--- src/rtl/wb_stage.sv ---
// Write-back stage: load alignment, register-file write port, one-entry bypass register, instret counter.
// Latency: write port is combinational (zero cycles); bypass entry and instret update on the next clk edge.
// Backpressure: none generated; a high stall simply suppresses the write and the retire count.
module wb_stage #(
    parameter int INSTRET_W = 64
) (
    input  logic                 clk,
    input  logic                 rst,
    input  logic                 cmd_ld_wb,
    input  logic [2:0]           ld_code_wb,
    input  logic [4:0]           rd_adr_wb,
    input  logic [31:0]          rd_data_wb,
    input  logic                 wbk_rd_reg_wb,
    input  logic [31:0]          ld_data_wb,
    input  logic                 retire_wb,
    input  logic                 stall,
    input  logic                 rst_pipe,
    output logic                 wbk_en,
    output logic [4:0]           wbk_adr,
    output logic [31:0]          wbk_data,
    output logic                 fwd_valid,
    output logic [4:0]           fwd_adr,
    output logic [31:0]          fwd_data,
    output logic [INSTRET_W-1:0] instret
);

    localparam logic [2:0] LD_LB  = 3'b000;
    localparam logic [2:0] LD_LH  = 3'b001;
    localparam logic [2:0] LD_LW  = 3'b010;
    localparam logic [2:0] LD_LBU = 3'b100;
    localparam logic [2:0] LD_LHU = 3'b101;

    logic [1:0]  ld_ofs;
    logic [7:0]  ld_byte;
    logic [15:0] ld_half;
    logic [31:0] ld_aligned;
    logic        retire_ok;

    // For loads the ALU result carries the byte address; its low bits pick the lane.
    assign ld_ofs = rd_data_wb[1:0];

    // Extract the addressed byte and halfword lanes from the raw RAM word.
    always_comb begin
        ld_byte = ld_data_wb[7:0];
        case (ld_ofs)
            2'd0: ld_byte = ld_data_wb[7:0];
            2'd1: ld_byte = ld_data_wb[15:8];
            2'd2: ld_byte = ld_data_wb[23:16];
            2'd3: ld_byte = ld_data_wb[31:24];
            default: ld_byte = ld_data_wb[7:0];
        endcase
        // Halfword lane depends only on address bit 1; a misaligned bit 0 is ignored.
        ld_half = rd_data_wb[1] ? ld_data_wb[31:16] : ld_data_wb[15:0];
    end

    // Sign- or zero-extend the selected lane according to funct3; unused codes read as zero.
    always_comb begin
        ld_aligned = 32'd0;
        case (ld_code_wb)
            LD_LB:   ld_aligned = {{24{ld_byte[7]}}, ld_byte};
            LD_LH:   ld_aligned = {{16{ld_half[15]}}, ld_half};
            LD_LW:   ld_aligned = ld_data_wb;
            LD_LBU:  ld_aligned = {24'd0, ld_byte};
            LD_LHU:  ld_aligned = {16'd0, ld_half};
            default: ld_aligned = 32'd0;
        endcase
    end

    // Register-file write port; a stalled instruction writes only once the stall lifts.
    always_comb begin
        wbk_adr  = rd_adr_wb;
        wbk_data = cmd_ld_wb ? ld_aligned : rd_data_wb;
        wbk_en   = wbk_rd_reg_wb & ~stall & ~rst_pipe & ~rst & (rd_adr_wb != 5'd0);
    end

    // Bypass entry mirrors the last RF write so decode can read it in the following cycle.
    always_ff @(posedge clk) begin
        if (rst || rst_pipe) begin
            fwd_valid <= 1'b0;
            fwd_adr   <= 5'd0;
            fwd_data  <= 32'd0;
        end else if (wbk_en) begin
            fwd_valid <= 1'b1;
            fwd_adr   <= wbk_adr;
            fwd_data  <= wbk_data;
        end
    end

    assign retire_ok = retire_wb & ~stall & ~rst_pipe;

    // Retired-instruction count; survives pipeline flushes and wraps naturally at all-ones.
    always_ff @(posedge clk) begin
        if (rst) begin
            instret <= '0;
        end else if (retire_ok) begin
            instret <= instret + INSTRET_W'(1);
        end
    end

endmodule

--- config.mk ---
export PLATFORM = sky130hd
export DESIGN_NAME = wb_stage
export DESIGN_NICKNAME = d
export VERILOG_FILES = /design/src/rtl/wb_stage.sv
export SDC_FILE = /design/constraint.sdc
export NUM_CORES = 1
export LEC_CHECK = 0
export BUFFER_PORTS_ARGS = -buffer_cell sky130_fd_sc_hd__buf_2
export CAP_MARGIN = 20
export CORE_UTILIZATION = 53
export CTS_CLUSTER_DIAMETER = 50
export CTS_CLUSTER_SIZE = 40
export DETAILED_ROUTE_END_ITERATION = 16
export GPL_TIMING_DRIVEN = 0
export PLACE_DENSITY = 0.94
export SLEW_MARGIN = 0
export SYNTH_ARGS = -nofsm -noshare
export SYNTH_HDL_FRONTEND = slang
export SYNTH_SLANG_ARGS = --single-unit
--- constraint.sdc ---
create_clock -name clk -period 6.6 [get_ports clk]
set_input_delay 0.33 -clock clk [delete_from_list [all_inputs] [get_ports clk]]
set_output_delay 0.33 -clock clk [all_outputs]
set_load 0.02 [all_outputs]
==> results of run 1 <==
## tightest hold or removal path: cells and delay by family
family,cells,cell delay [ns]
buffers and inverters,1,0.11
AO/OA/AOI/OAI,1,0.05
AND/OR/NAND/NOR,1,0.05
## cell families (layout without fill, tap and decap cells)
group,Yosys count,in the layout,synth area share [%]
xor gates and xnor gates,26,26,4.18
and+or+nand+nor,292,292,27.6
adders and majority gates,1,1,0.229
DFF,102,102,37.4
muxes,11,11,2.36
buffers and inverters,72,301,5.53
AOI/OAI and AO/OA,186,186,22.6
## placed cells by master, fill, tap and decap left out, types with 3 or more instances in the layout
master / synthesis / layout
o41ai_1: 5 / 5
buf_4: 6 / 6
o21a_1: 16 / 16
a21o_1: 21 / 21
and3_1: 14 / 14
nand4_1: 20 / 20
dfxtp_1: 102 / 102
or4b_1: 3 / 3
or4_1: 21 / 21
a31oi_1: 17 / 17
buf_2: 1 / 215
and4_1: 6 / 6
xor2_1: 16 / 16
nor3_1: 12 / 12
clkbuf_8: 0 / 9
buf_1: 3 / 3
nand3_1: 25 / 25
xnor2_1: 10 / 10
a22oi_1: 5 / 5
nor2_1: 95 / 95
inv_1: 21 / 21
o221ai_1: 6 / 6
or3_1: 13 / 13
mux2_2: 5 / 5
a221o_1: 3 / 3
a21oi_1: 46 / 46
nor2b_1: 3 / 3
nand2_1: 57 / 57
mux2i_1: 5 / 5
clkbuf_1: 40 / 40
o21ai_0: 26 / 26
o31ai_1: 20 / 20
a2bb2oi_1: 4 / 4
a211o_1: 4 / 4
nand2b_1: 3 / 3
o2bb2ai_1: 6 / 6
## state kept, by name (all words and copies together), names as in the netlist
signal / flops
fwd_valid: 1
fwd_adr: 5
fwd_data: 32
instret: 64
## report_power, final
part	switching, mW	internal, mW	leakage (nW)	total [mW]
clock network	0.231	0.141	0.0842	0.373
logic	0.127	0.0708	2.15	0.198
registers	0.00385	0.622	0.824	0.626
## stage by stage
step                power, mW  utilization [%]  cells  instance area, um^2  hold slack, ns
floorplan               0.756                -    690                 5450           0.466
global placement        0.833             67.8   1037                 6690           0.440
detailed placement      0.834             67.8   1037                 6690           0.453
CTS                      1.20             69.6   1052                 6870           0.222
global route             1.24             69.6   1052                 6870           0.222
finish                   1.20             69.6   1052                 6870           0.224
## final timing paths
check / endpoint / slack (ns) / cells past startpoint
worst min register to register: fwd_adr[4] / 0.47 / 2
worst max register to register: instret[35] / 3.73 / 7
worst max-delay path: instret[35] / 3.73 / 7
worst min-delay path: fwd_adr[2] / 0.22 / 3
## layer usage
metal,vias to the layer above,GRT usage (%)
li1,2955,-
met2,337,52.0
met5,-,0
met4,0,14.3
met1,2887,40.8
met3,57,5.31
## cell type report
class	instances	area [um^2]	area share, %
clock inverter	6	52.6	0.765
tap	133	166	2.42
multi-input combinational	516	3110	45.3
inverter	21	78.8	1.15
clock buffer	9	124	1.80
sequential	102	2040	29.7
timing repair buffer	214	1070	15.6
buffer	51	223	3.24
==> reports/results.ini, run 1 <==
[sta]
fin_crit_sh_pct=43.5
clock_skew_ns=0.0170
fin_setup_tns_ns=0
setup_viol=0
slew_violations=0
finalHoldViolCount=0
post-route-min-period_ns=2.87
worstMarginPinSlew_ns=0.909
fmax_mhz=348
rsz0062_at_grt=false
setup_ws_ns=3.73
slew_headroom_pct=39.2

[placed_design]
port_buffers=214
gp_congestion=0.940
post-place-ws_ns=3.81
dpl.hpwl_mm=13.6

[worst_setup_path]
critPathBufInv=2
crit_chain=nand4_1 -> nor4_1 -> nand4_1 -> clkbuf_1 -> clkbuf_1 -> o21ai_0 -> a21oi_1
crit_path_max_fanout=10
path_class=flip-flop to flip-flop
critPathLaunchType=flip-flop
cp.arrival_ns=3.11
path_delay_family=simple AND/OR/NAND/NOR gates
required_ns=6.83
rr_startpoint=instret[29]
endpoint_kind=flip-flop
cpPeakStageDelay_ns=0.68
critPathLaunch=instret[29]
slowest_stage=nor4_1

[yosys]
syn_area_per_cell_um2=7.90
synth_nets=770
synth_common_cells=dfxtp_1 (102), nor2_1 (95), nand2_1 (57)
synthCells=690
synth_edf_count=0
synth_most_common_cell=dfxtp_1
yosysTopAreaCellShare_pct=37.4
syn-cell-area_um2=5450
yosysTopAreaCell=dfxtp_1
synth.area.top_cells=dfxtp_1 (37%), nor2_1 (6.5%), a21oi_1 (4.2%)
synthFlopType=dfxtp_1
ys_types=57
synth_warnings=0
async_flop_share_pct=0
ys_seq_area_share_pct=37.4
synth-seq-cells=102

[clocking]
postCtsSetupBuffers=0
clk_latency_ns=0.36
postCtsHoldBufs=0
numCtsBuffers=9
h-tree-depth=3
cts_resized=0
clock-sinks=102
cts_max_path_buffers=2
cts-root-buf=clkbuf_8
cts_tree=done
clkSlewWorstSetupHoldPaths_ns=0.11

[detailed_routing]
wl_mm=17.4
drtPass1Iterations=5
wl_per_cell_um=16.5
top_layer_used=met4
drtIter0Drc=353
drt-met1-wl_mm=7.23
drcViolationCount=0
ant_nets=0
dr_wl_met3_mm=1.56
via_per_inst=5.93
wl_met2_mm=8.01
vias=6236

[finish]
diodes=0
drive_gt1_share_pct=27.5
fill_cells=826
syn2layout_area_growth_pct=25.9
nNetsFinal=995

[floorplan]
dieArea_um2=10700
die_h_um=103
core_um2=9860
fp-row-count=36
io-pin-count=219
initial_core_util_pct=55.3
dieWidth_um=103

[global_routing]
overflow=0
antenna_found_initial=0
grt_max_degree=19
track_usage_pct=31.7
grt_pass1_vias=5367
grt_pass1_wl_mm=26.4

[min_path]
hold_class=primary input to flip-flop
worstHoldStart=rd_adr_wb[2]

[job]
cap_violations=0

[pwr]
ir_drop_v=0.000111
p_leak_nw=3.06
p_per_area_nw_per_um2=174

[outcome]
status=finished clean

Power figures use the tool's default switching activity.
==> inputs of run 2 (changes only) <==
--- a/config.mk
+++ b/config.mk
@@ -7,12 +7,12 @@
 export LEC_CHECK = 0
 export BUFFER_PORTS_ARGS = -buffer_cell sky130_fd_sc_hd__buf_2
 export CAP_MARGIN = 20
-export CORE_UTILIZATION = 53
+export CORE_UTILIZATION = 49
 export CTS_CLUSTER_DIAMETER = 50
 export CTS_CLUSTER_SIZE = 40
 export DETAILED_ROUTE_END_ITERATION = 16
 export GPL_TIMING_DRIVEN = 0
-export PLACE_DENSITY = 0.94
+export PLACE_DENSITY = 0.89
 export SLEW_MARGIN = 0
 export SYNTH_ARGS = -nofsm -noshare
 export SYNTH_HDL_FRONTEND = slang
==> constraint.sdc (replaced) <==
create_clock -name clk -period 2.99 [get_ports clk]
set_input_delay 0.1495 -clock clk [delete_from_list [all_inputs] [get_ports clk]]
set_output_delay 0.1495 -clock clk [all_outputs]
set_load 0.02 [all_outputs]
==> run 2 against run 1 <==
Against the previous run:
- register-to-register slack got worse by 3.5 ns
- clock skew rose by 0.00080 ns
- critical path depth rose by 1
- via count fell by 0.35%
- final cell count rose by 0.67%
- largest cell class unchanged
- wire length rose by 1.2%
- worst hold slack got worse by 0.19 ns
- combinational power rose by 120%
- die area rose by 8.0%
- critical path type unchanged
- utilization fell by 6.0 points
- setup slack got worse by 3.5 ns
==> reports/results.ini, run 2 (synthesis results as in run 1) <==
[job]
cap_violations=0  ; unchanged

[global_routing]
grt_pass1_wl_mm=26.8  ; +1.5%
gr-usage-met1_pct=36.0  ; -4.7 points
grt_pass1_vias=5447  ; +1.5%
grt_busiest_layer=met2
use_met2_pct=49.6  ; -2.4 points
grt_util_met3_pct=5.87  ; +0.56 points
antenna_found_initial=0  ; unchanged
overflow=0  ; unchanged
track_usage_pct=29.3  ; -2.3 points
grt_max_degree=20  ; +1

[placed_design]
gp_congestion=1.02  ; +8.1%
dpl.hpwl_mm=13.4  ; -1.2%
post-place-ws_ns=0.214  ; -3.60 ns
port_buffers=214  ; unchanged

[worst_setup_path]
critPathLaunchType=flip-flop
cp.arrival_ns=2.96  ; -0.15 ns
path_delay_family=simple AND/OR/NAND/NOR gates
path_class=flip-flop to flip-flop
critPathBufInv=2  ; unchanged
crit_path_max_fanout=10  ; unchanged
cpPeakStageDelay_ns=0.41  ; -0.27 ns
required_ns=3.22  ; -3.61 ns
slowest_stage=dfxtp_1
crit_chain=ha_1 -> and4bb_2 -> and2_1 -> nand4_1 -> clkbuf_1 -> buf_2 -> o41ai_1 -> a21oi_1
endpoint_kind=flip-flop

[pwr]
clock_power_share_pct=32.0  ; +0.9 points
p_per_area_nw_per_um2=388  ; +120%
power.internal_mw=1.85  ; +120%
ir_drop_v=0.000210  ; +89%
p_total_mw=2.68  ; +120%
p_sw_uw=824  ; +130%
p_leak_nw=3.07  ; +0.35%
pwr-share-comb_pct=16.4  ; about the same
swShare_pct=30.8  ; +0.52 points
seqPwrFrac_pct=51.6  ; -0.7 points

[floorplan]
die_h_um=107  ; +3.9%
fp-row-count=38  ; +5.6%
io-pin-count=219  ; unchanged
dieWidth_um=107  ; +3.9%
initial_core_util_pct=50.3  ; -5.0 points
core_um2=10800  ; +9.9%
dieArea_um2=11600  ; +8.0%

[sta]
post-route-min-period_ns=2.73  ; -0.139 ns
fin_setup_tns_ns=0  ; unchanged
setup_viol=0  ; unchanged
fmax_mhz=366  ; +5.1%
worstMarginPinSlew_ns=0.872  ; -0.0371 ns
hold_slack_ns=0.0344  ; -0.190 ns
finalHoldViolCount=0  ; unchanged
setup_ws_ns=0.258  ; -3.47 ns
slew_violations=0  ; unchanged
fin_crit_sh_pct=91.4  ; +48 points
slew_headroom_pct=41.7  ; +2.5 points
rsz0062_at_grt=false
clock_skew_ns=0.0178  ; +0.000798 ns

[min_path]
hold_class=primary input to flip-flop

[finish]
mostFrequentLayoutCell=buf_2
final_cell_mix=buf_2 (215), dfxtp_1 (102), nor2_1 (95), nand2_1 (57), a21oi_1 (46)
nNetsFinal=994  ; -0.10%
syn2layout_area_growth_pct=26.4
diodes=0  ; unchanged
top_regs=instret x64, fwd_data x32, fwd_adr x5
regMostFlops=instret
largest_reg_flops=64  ; unchanged
drive_gt1_share_pct=27.7  ; +0.22 points
post-route-util_pct=63.6  ; -6.0 points

[outcome]
status=finished clean

[detailed_routing]
drtPass1Iterations=6  ; +1
wl_mm=17.6  ; +1.2%
wl_per_cell_um=16.6  ; +0.53%
vias=6214  ; -0.35%
drcViolationCount=0  ; unchanged
drtIter0Drc=558  ; +58%
via_per_inst=5.87  ; -1.0%
ant_nets=0  ; unchanged

[clocking]
cts_max_path_buffers=2  ; unchanged
cts_resized=0  ; unchanged
clk_latency_ns=0.37  ; about the same
h-tree-depth=3  ; unchanged
cts-root-buf=clkbuf_8
clkSlewWorstSetupHoldPaths_ns=0.11  ; about the same
clock-sinks=102  ; unchanged
numCtsBuffers=9  ; unchanged
postCtsSetupBuffers=0  ; unchanged
postCtsHoldBufs=0  ; unchanged
cts_tree=done

## run 2: cell types whose count changed in the layout (fill, tap and decap cells not counted), sizes merged
cell,before,now
clkinv,1,3
clkbuf,49,48
clkinvlp,2,1
## run 2: power by group through the flow
| stage | combinational, mW | clock (mW) | sequential [mW] |
|---|---|---|---|
| after CTS | 0.429 | 0.866 | 1.38 |
| after global routing | 0.467 | 0.921 | 1.38 |
| after floorplan | 0.237 | 0 | 1.43 |
| after global placement | 0.425 | 0 | 1.41 |
| final | 0.438 | 0.857 | 1.38 |
| after detailed placement | 0.427 | 0 | 1.41 |
## run 2: final cells by class
| cell class | instances | area, um^2 |
|---|---|---|
| sequential | 102 | 2040 |
| inverter | 21 | 78.8 |
| multi-input combinational | 516 | 3120 |
| fill | 971 | 3950 |
| tap | 140 | 175 |
| timing repair buffer | 214 | 1070 |
| buffer | 50 | 219 |
| clock inverter | 7 | 65.1 |
| clock buffer | 9 | 124 |
## run 2: per-layer routing
| metal | part of all wire (%) | wire, um | vias up |
|---|---|---|---|
| met4 | 2.9 | 513 | 0 |
| met5 | 0 | 0 | - |
| met1 | 42 | 7320 | 2880 |
| met2 | 47 | 8270 | 324 |
| li1 | - | - | 2964 |
| met3 | 8.6 | 1510 | 46 |
## run 2: per-stage QoR
stage | area (um^2) | instances
CTS | 6890 | 1060
detailed placement | 6700 | 1044
global route | 6890 | 1059
global placement | 6700 | 1044
floorplan | 5450 | 690
finish | 6890 | 1059
## run 2: worst reg2reg max path, stage by stage (launching register included)
cell and delay [ns]:
dfxtp_1 0.41, ha_1 0.16, and4bb_2 0.27, and2_1 0.40, nand4_1 0.28, clkbuf_1 0.31
buf_2 0.27, o41ai_1 0.37, a21oi_1 0.12
## run 2: path summary, 6_finish.rpt
kind / startpoint / end / slack (ns) / depth (start not counted)
worst max-delay path: instret[0] / instret[62] / 0.26 / 8
worst max register to register: instret[0] / instret[62] / 0.26 / 8
worst min-delay path: rd_adr_wb[2] / fwd_adr[2] / 0.03 / 3
worst min register to register: fwd_adr[4] / fwd_adr[4] / 0.46 / 2
